===== config.mk =====
export PLATFORM = sky130hd
export DESIGN_NAME = dmem_bytelane
export DESIGN_NICKNAME = d
export VERILOG_FILES = /design/src/rtl/dmem_pkg.sv /design/src/rtl/dmem_lane_align.sv /design/src/rtl/dmem_bytelane.sv
export SDC_FILE = /design/constraint.sdc
export NUM_CORES = 2
export LEC_CHECK = 0
export ABC_AREA = 1
export CORE_UTILIZATION = 45
export CTS_CLUSTER_SIZE = 30
export DETAILED_ROUTE_END_ITERATION = 10
export PLACE_DENSITY_LB_ADDON = 0.1
export SYNTH_ARGS = -nofsm -noshare
export SYNTH_HDL_FRONTEND = slang
export SYNTH_SLANG_ARGS = --single-unit
export TNS_END_PERCENT = 10

===== constraint.sdc =====
create_clock -name clk -period 6.9 [get_ports clk]
set_input_delay 0.69 -clock clk [delete_from_list [all_inputs] [get_ports clk]]
set_output_delay 0.69 -clock clk [all_outputs]
set_load 0.02 [all_outputs]

===== src/rtl/dmem_pkg.sv =====
// Shared types and helpers for the byte-lane data memory.
package dmem_pkg;

    localparam logic [1:0] SZ_BYTE = 2'd0;
    localparam logic [1:0] SZ_HALF = 2'd1;
    localparam logic [1:0] SZ_WORD = 2'd2;
    localparam logic [1:0] SZ_RSVD = 2'd3;

    typedef enum logic {
        ST_INIT  = 1'b0,
        ST_READY = 1'b1
    } state_t;

    // Reserved size, odd half address or unaligned word.
    function automatic logic misaligned(input logic [1:0] size, input logic [1:0] lane);
        logic bad;
        case (size)
            SZ_HALF: bad = lane[0];
            SZ_WORD: bad = (lane != 2'b00);
            SZ_RSVD: bad = 1'b1;
            default: bad = 1'b0;
        endcase
        return bad;
    endfunction

endpackage


===== src/rtl/dmem_lane_align.sv =====
// Little-endian lane steering: store byte enables/replication and load extraction/extension.
module dmem_lane_align
    import dmem_pkg::*;
(
    input  logic [1:0]  wr_size,
    input  logic [1:0]  wr_lane,
    input  logic [31:0] wr_data,
    input  logic [31:0] rd_word,
    input  logic [1:0]  rd_size,
    input  logic [1:0]  rd_lane,
    input  logic        rd_unsigned,
    output logic [3:0]  be_c,
    output logic [31:0] wdata_c,
    output logic [31:0] rdata_c
);

    logic [31:0] byte_shift;
    logic [31:0] half_shift;

    always_comb begin
        be_c    = 4'b0000;
        wdata_c = wr_data;
        case (wr_size)
            SZ_BYTE: begin
                be_c    = 4'b0001 << wr_lane;
                wdata_c = {4{wr_data[7:0]}};
            end
            SZ_HALF: begin
                be_c    = 4'b0011 << wr_lane;
                wdata_c = {2{wr_data[15:0]}};
            end
            SZ_WORD: be_c = 4'b1111;
            default: be_c = 4'b0000;
        endcase
    end

    always_comb begin
        byte_shift = rd_word >> {rd_lane, 3'b000};
        half_shift = rd_word >> {rd_lane[1], 4'b0000};
        rdata_c    = rd_word;
        case (rd_size)
            SZ_BYTE: rdata_c = {{24{~rd_unsigned & byte_shift[7]}}, byte_shift[7:0]};
            SZ_HALF: rdata_c = {{16{~rd_unsigned & half_shift[15]}}, half_shift[15:0]};
            default: rdata_c = rd_word;
        endcase
    end

endmodule


===== src/rtl/dmem_bytelane.sv =====
// Byte-addressed data memory with init sequencer, valid/ready request and one-cycle response.
module dmem_bytelane
    import dmem_pkg::*;
#(
    parameter int unsigned DEPTH  = 64,
    parameter int unsigned ADDR_W = 32
) (
    input  logic              clk,
    input  logic              rst,
    input  logic              req_valid,
    output logic              req_ready,
    input  logic              req_we,
    input  logic [1:0]        req_size,
    input  logic              req_unsigned,
    input  logic [ADDR_W-1:0] req_addr,
    input  logic [31:0]       req_wdata,
    output logic              rsp_valid,
    output logic [31:0]       rsp_rdata,
    output logic              rsp_err,
    output logic              init_busy
);

    localparam int unsigned IDX_W = $clog2(DEPTH);

    state_t             state;
    logic [IDX_W-1:0]   init_cnt;
    logic [31:0]        mem [DEPTH];
    logic [31:0]        rd_word;
    logic [1:0]         rsp_size;
    logic [1:0]         rsp_lane;
    logic               rsp_unsigned;
    logic               rsp_zero;

    logic [1:0]         lane_c;
    logic [IDX_W-1:0]   idx_c;
    logic               err_c;
    logic               accept_c;
    logic [3:0]         be_c;
    logic [31:0]        wrep_c;
    logic [31:0]        rdata_c;
    logic [3:0]         mem_be_c;
    logic [IDX_W-1:0]   mem_idx_c;
    logic [31:0]        mem_wd_c;

    assign lane_c   = req_addr[1:0];
    assign idx_c    = req_addr[IDX_W+1:2];
    assign err_c    = misaligned(req_size, lane_c) || ((req_addr >> (IDX_W + 2)) != '0);
    assign accept_c = req_valid && req_ready;

    dmem_lane_align u_align (
        .wr_size     (req_size),
        .wr_lane     (lane_c),
        .wr_data     (req_wdata),
        .rd_word     (rd_word),
        .rd_size     (rsp_size),
        .rd_lane     (rsp_lane),
        .rd_unsigned (rsp_unsigned),
        .be_c        (be_c),
        .wdata_c     (wrep_c),
        .rdata_c     (rdata_c)
    );

    // Single write port shared by the init sequencer and accepted stores.
    always_comb begin
        mem_be_c  = 4'b0000;
        mem_idx_c = idx_c;
        mem_wd_c  = wrep_c;
        if (state == ST_INIT) begin
            mem_be_c  = 4'b1111;
            mem_idx_c = init_cnt;
            mem_wd_c  = '0;
        end else if (accept_c && req_we && !err_c) begin
            mem_be_c = be_c;
        end
    end

    always_ff @(posedge clk) begin
        for (int b = 0; b < 4; b++) begin
            if (mem_be_c[b]) mem[mem_idx_c][8*b +: 8] <= mem_wd_c[8*b +: 8];
        end
        if (accept_c && !req_we) rd_word <= mem[idx_c];
    end

    always_ff @(posedge clk or posedge rst) begin
        if (rst) begin
            state        <= ST_INIT;
            init_cnt     <= '0;
            req_ready    <= 1'b0;
            init_busy    <= 1'b1;
            rsp_valid    <= 1'b0;
            rsp_err      <= 1'b0;
            rsp_zero     <= 1'b1;
            rsp_size     <= SZ_BYTE;
            rsp_lane     <= 2'b00;
            rsp_unsigned <= 1'b0;
        end else begin
            rsp_valid <= 1'b0;
            case (state)
                ST_INIT: begin
                    init_cnt <= init_cnt + IDX_W'(1);
                    if (init_cnt == IDX_W'(DEPTH - 1)) begin
                        state     <= ST_READY;
                        req_ready <= 1'b1;
                        init_busy <= 1'b0;
                    end
                end
                ST_READY: begin
                    if (accept_c) begin
                        rsp_valid    <= 1'b1;
                        rsp_err      <= err_c;
                        rsp_zero     <= req_we || err_c;
                        rsp_size     <= req_size;
                        rsp_lane     <= lane_c;
                        rsp_unsigned <= req_unsigned;
                    end
                end
                default: state <= ST_INIT;
            endcase
        end
    end

    // Extraction runs off registered lane/size so the word read at accept lands in the same cycle.
    assign rsp_rdata = rsp_zero ? 32'h0 : rdata_c;

endmodule


Word-level counts from Yosys, hierarchy flattened --
Memory sizes are Yosys's and may differ from the RTL's. A register that Yosys moved wholly into a read port is not among the register bits. Index checks and enable logic that the tools add are counted.
Word-level totals: register bits 17, RAM bits 2048, bits of input ports 71, output and inout port bits 36, word-level logic and storage cells 60, memories 1
Operators by class: $add $sub $neg 1, equal/unequal tests 5, shift-type cells 4, muxes and demuxes 21, bitwise gates (word level) 4, reductions and logical operators 14
Memories:
- mem | words 64, bits a word 32, rd ports 1, clocked after memory_dff 1, write ports 1, line dmem_bytelane.sv:27 | logic [31:0] mem [DEPTH];
Operators by type and width (number):
- one-hot mux 32 bit (2 select lines) | 2
- two-way mux 32 bit | 2
- nonzero test 32 bit | 1
- >> shifter 32 x 5 -> 16 bit | 1
- >> shifter 32 x 5 -> 8 bit | 1
- two-way mux 1 bit | 12
- one-hot mux 4 bit (3 select lines) | 1
- two-way mux 4 bit | 2
- adder 6 x 1 -> 6 bit, second input constant | 1
- == test 6 bit, second input constant | 1
- two-way mux 6 bit | 1
- == test 2 x 1 -> 1 bit, second input constant | 2
- == test 2 bit, second input constant | 2
- logical AND 1 bit | 4
- logical NOT 2 bit | 2
- AND reduction 2 bit | 2
- left shift 1 x 2 -> 4 bit, first input constant | 1
- left shift 2 x 2 -> 4 bit, first input constant | 1
- one-hot mux 1 bit (3 select lines) | 1
- AND 1 bit | 2
- logical NOT 1 bit | 2
- logical OR 1 bit | 2
- inverter 1 bit | 2
- nonzero test 2 bit | 1

Longest topological paths before layout --
depth after elaboration 9, depth in mapped cells 13, mapped depth without buffers 9

Modules after synthesis --
From an unflattened synthesis, not the netlist that was laid out.
Second synthesis, totals: cells, all modules 7561, area, all modules 86654.4 sq um
By module, submodules not included:
- dmem_bytelane | instances 1, cells each 7309, area each 85269.3 sq um, seq. area each 62887.8 sq um
- dmem_lane_align | instances 1, cells each 252, area each 1385.1 sq um, seq. area each 0.0 sq um

Least setup slack after synthesis --
OpenSTA, ideal clock, no wires.
path kind input -> register, start input req_size[1], end memory mem[0][11] (data pin), library setup time 499 ps, data arrival time 2904 ps, path slack 3496 ps, stages 5, buffers on the path 2, path through inv_2 clkbuf_1 clkbuf_1 nor2_1 nor2_1
On the way: word-level cells in the longest chain between the ends 3
RTL lines:
- from (decl) | line dmem_bytelane.sv:13 | input logic [1:0] req_size,
- == test 2 x 1 -> 1 bit or logical NOT 2 bit (tied branches) | line dmem_lane_align.sv:23 | case (wr_size)
- one-hot mux 32 bit (2 select lines) (*) | line dmem_lane_align.sv:23
- two-way mux 32 bit (*) | line dmem_bytelane.sv:68 | if (state == ST_INIT) begin
- via mem_wd_c[11] | line dmem_bytelane.sv:43 | logic [31:0] mem_wd_c;
- to (decl) | line dmem_bytelane.sv:27
Mark *: on every way through the listed nets, which the timed path passes. The rest lies on a longest branch.

Worst setup path after layout --
start register rsp_size[1], end output rsp_rdata[28]
On the way: word-level cells in the longest chain between the ends 3
RTL lines:
- from (decl) | line dmem_bytelane.sv:29 | logic [1:0] rsp_size;
- from (signal assigned) | line dmem_bytelane.sv:112 | rsp_size <= req_size;
- == test 2 x 1 -> 1 bit or logical NOT 2 bit (tied branches) | line dmem_lane_align.sv:41 | case (rd_size)
- one-hot mux 32 bit (2 select lines) (*) | line dmem_lane_align.sv:41
- two-way mux 32 bit (*) | line dmem_bytelane.sv:123 | assign rsp_rdata = rsp_zero ? 32'h0 : rdata_c;
- to (decl) | line dmem_bytelane.sv:18 | output logic [31:0] rsp_rdata,
Every way passes the cells marked *; elsewhere a longest branch is shown, timed or not.

==> results_dict.tcl <==
set metrics [dict create \
    drv.max_cap_violation_count 0 \
    switching_power_w 0.00579 \
    required_ps 6210 \
    clk_pin_slew_ps 60 \
    tightest_slew_ps 1260 \
    cts_hold_repair.buffers 0 \
    end_kind "output pin" \
    power.share.combinational 0.051 \
    crit_arrival_ps 4130 \
    routed-wl-met2_mm 126 \
    maxSlewViolCount 0 \
    grt_start_max_net_pins 228 \
    layout.area.seq_um2 62900 \
    antenna_violations_before_repair 15 \
    die_width_um 440 \
    fin_worst_skew_ps 33.9 \
    cts_made_buffers 212 \
    path_max_fanout 27 \
    final.setup.tns_ps 0 \
    most_common_cell_after_layout_fill_and_taps_aside "nand2_1" \
    drt_pass1_iterations 9 \
    wl_per_cell_um 27.8 \
    initial_core_util 0.454 \
    reg2reg_depth 7 \
    cts-htree-levels 4 \
    area_delta_synth_final_pct 11.1 \
    timing.final.crit_period_ps 4820 \
    post_cts_resized 0 \
    synth_area_leader_cell "edfxtp_1" \
    ys_warn_count 0 \
    routed-wl-met3_mm 25.4 \
    ioPinCount 107 \
    clock-root-buffer "clkbuf_16" \
    dpl_cell_area_um2 89400 \
    syn_inst 7442 \
    maxSlewHeadroom 0.158 \
    fp.dieH_um 440 \
    route.final.wire_length_mm 279 \
    crit_path_start "rsp_size[1]" \
    power.share.switching 0.221 \
    r2r_start "state" \
    place.detailed.hpwl_mm 164 \
    netlist_top_cells_area "edfxtp_1 72%, nand3_1 11%, nand2_1 10%" \
    hold_viol 0 \
    netlist_cell_types 36 \
    crit_path_max_delay_cell_type "clkinv_1" \
    route.detailed.drc 0 \
    detail_route.iter0.violations 7410 \
    layout.nets 7413 \
    global_route_usage_sum 0.286 \
    power.clock.fraction 0.424 \
    floorplan.die_area_um2 194000 \
    detailroute.via_count 58573 \
    layout_worst_path_cycle_share 0.698 \
    setup_ws_post_layout_ps 2080 \
    clock_tree_from_tritoncts "yes" \
    static-leakage-power_nw 32.8 \
    p_seq_frac 0.525 \
    global_route_wire_length_before_repair_mm 396 \
    syn_area_per_cell_um2 11.6 \
    run_status "completed" \
    power.total_w 0.0263 \
    final_design_area_no_fill_um2 96000 \
    clock_sink_count 2097 \
    proportion_of_layout_cells_with_a_drive_suffix_above_1 0.0597 \
    cts.path.max_buffers 3 \
    crit_path_max_incr_delay_ps 650 \
    post_drt_via_cell_ratio 5.84 \
    drt-met1-wl_mm 113 \
    layout.filler_cells 16633 \
    setup_viol 0 \
    max_freq_ghz 0.208 \
    crit_path_frequent_cell "nand2_1" \
    multiInputGateArea_um2 21200 \
    timing.critical_path.from_type "register" \
    detail-route-antenna-nets 0 \
    ys_ff_latch 2097 \
    design.core.area_um2 191000 \
    synth.cell_area_um2 86500 \
    hp-class "in -> async" \
    grt_pass1_vias 56377 \
    most-common-layout-cells "2402 x nand2_1, 2080 x edfxtp_1, 1906 x nand3_1" \
    dr.max_layer_used "met5" \
    path_cells "clkinv_1 -> nand3_1 -> o21ai_1 -> nand2_1 -> nand2_1 -> o21ai_4 -> nor2_1 -> clkdlybuf4s50_1" \
    power.density_cell_area_nw_per_um2 274 \
    synth-seq-area-share 0.727 \
    internal_power_w 0.0205 \
    insertion_delay_ps 860 \
    fp-row-count 160 \
    synth_top_area_share 0.722 \
    finalWeightedCongestion 0.905 \
    post-cts-setup-buffers 0 \
    vdd.ir_drop.worst_mv 0.284 \
    port_buffers 106 \
    setup.worst_path.class "reg -> out" \
    worst_case_setup_slack_after_placement_ps 1850 \
    synth.net_count 7514 \
    remaining_overflow_grt 0 \
    grt_setup_unrepaired "false" \
]
[Yosys cell counts, drive strengths merged]
library cell,instances
a21boi,1
a21oi,269
and3,1
buf,319
clkbuf,195
clkinv,1
dfrtp,15
dfstp,2
edfxtp,2080
ha,1
inv,54
mux2i,7
nand2,2403
nand3,1910
nand4,2
nor2,124
nor3,3
nor4,2
o211ai,1
o21ai,33
o221ai,15
xnor2,2
xor2,2
[power groups by stage]
stage / clock network (W) / logic (W) / registers, W
floorplan: 0 / 0.000888 / 0.0141
global route: 0.0117 / 0.00147 / 0.0138
detailed placement: 0 / 0.00132 / 0.0141
finish: 0.0111 / 0.00134 / 0.0138
CTS: 0.0113 / 0.00133 / 0.0138
global placement: 0 / 0.00132 / 0.0141
[per-stage QoR]
stage | cells | util | hold WS (ps)
2_1_floorplan | 7442 | - | 476
3_3_place_gp | 9638 | 0.469 | 460
3_5_place_dp | 9638 | 0.469 | 461
4_1_cts | 10019 | 0.504 | 293
5_1_grt | 10019 | 0.504 | 351
6_report | 10035 | 0.504 | 309
[final cells by class]
type,count,share of cell area
Antenna cell,16,0.000417
Clock buffer,277,0.0593
Clock inverter,104,0.00942
Inverter,55,0.00241
Multi-Input combinational cell,4776,0.221
Sequential cell,2097,0.655
Tap cell,2511,0.0327
Timing Repair Buffer,199,0.0202
[cell families (layout without fill, tap and decap cells)]
| family | after synthesis | after routing | synth area share |
|---|---|---|---|
| AOI/OAI and AO/OA | 319 | 319 | 0.0195 |
| adders and majority gates | 1 | 1 | 0.000145 |
| muxes | 7 | 7 | 0.000810 |
| other | 0 | 16 | 0 |
| and+or+nand+nor | 4445 | 4445 | 0.222 |
| DFF | 2097 | 2097 | 0.727 |
| xor gates and xnor gates | 4 | 4 | 0.000405 |
| buffers and inverters | 569 | 635 | 0.0299 |
[state kept, by name, summed over array words and instances (netlist names)]
name          cells
init_busy         1
init_cnt          6
mem            2048
rd_word          32
req_ready         1
rsp_err           1
rsp_lane          2
rsp_size          2
rsp_unsigned      1
rsp_valid         1
rsp_zero          1
state             1
[worst paths after layout]
kind / to / slack, ps
setup / recovery: rsp_rdata[28] / 2080
hold / removal: rsp_valid / 310
setup reg to reg: mem[16][19] / 2330
hold reg to reg: init_busy / 470
max in group asynchronous: state / 5970
min in group clk: rsp_unsigned / 450
[critical path: cells and delay by family, from the launching register on]
family | cells | cell delay (ps)
AOI/OAI and AO/OA | 2 | 540
buffers and inverters | 2 | 1230
DFF | 1 | 580
and+or+nand+nor | 4 | 910
[per-layer routing]
metal	vias to the layer above	global-route usage
met5	-	0
met3	524	0.0658
met2	2847	0.435
met4	18	0.138
li1	26226	-
met1	28958	0.387
Note: power is estimated with default switching activity, not from simulation.
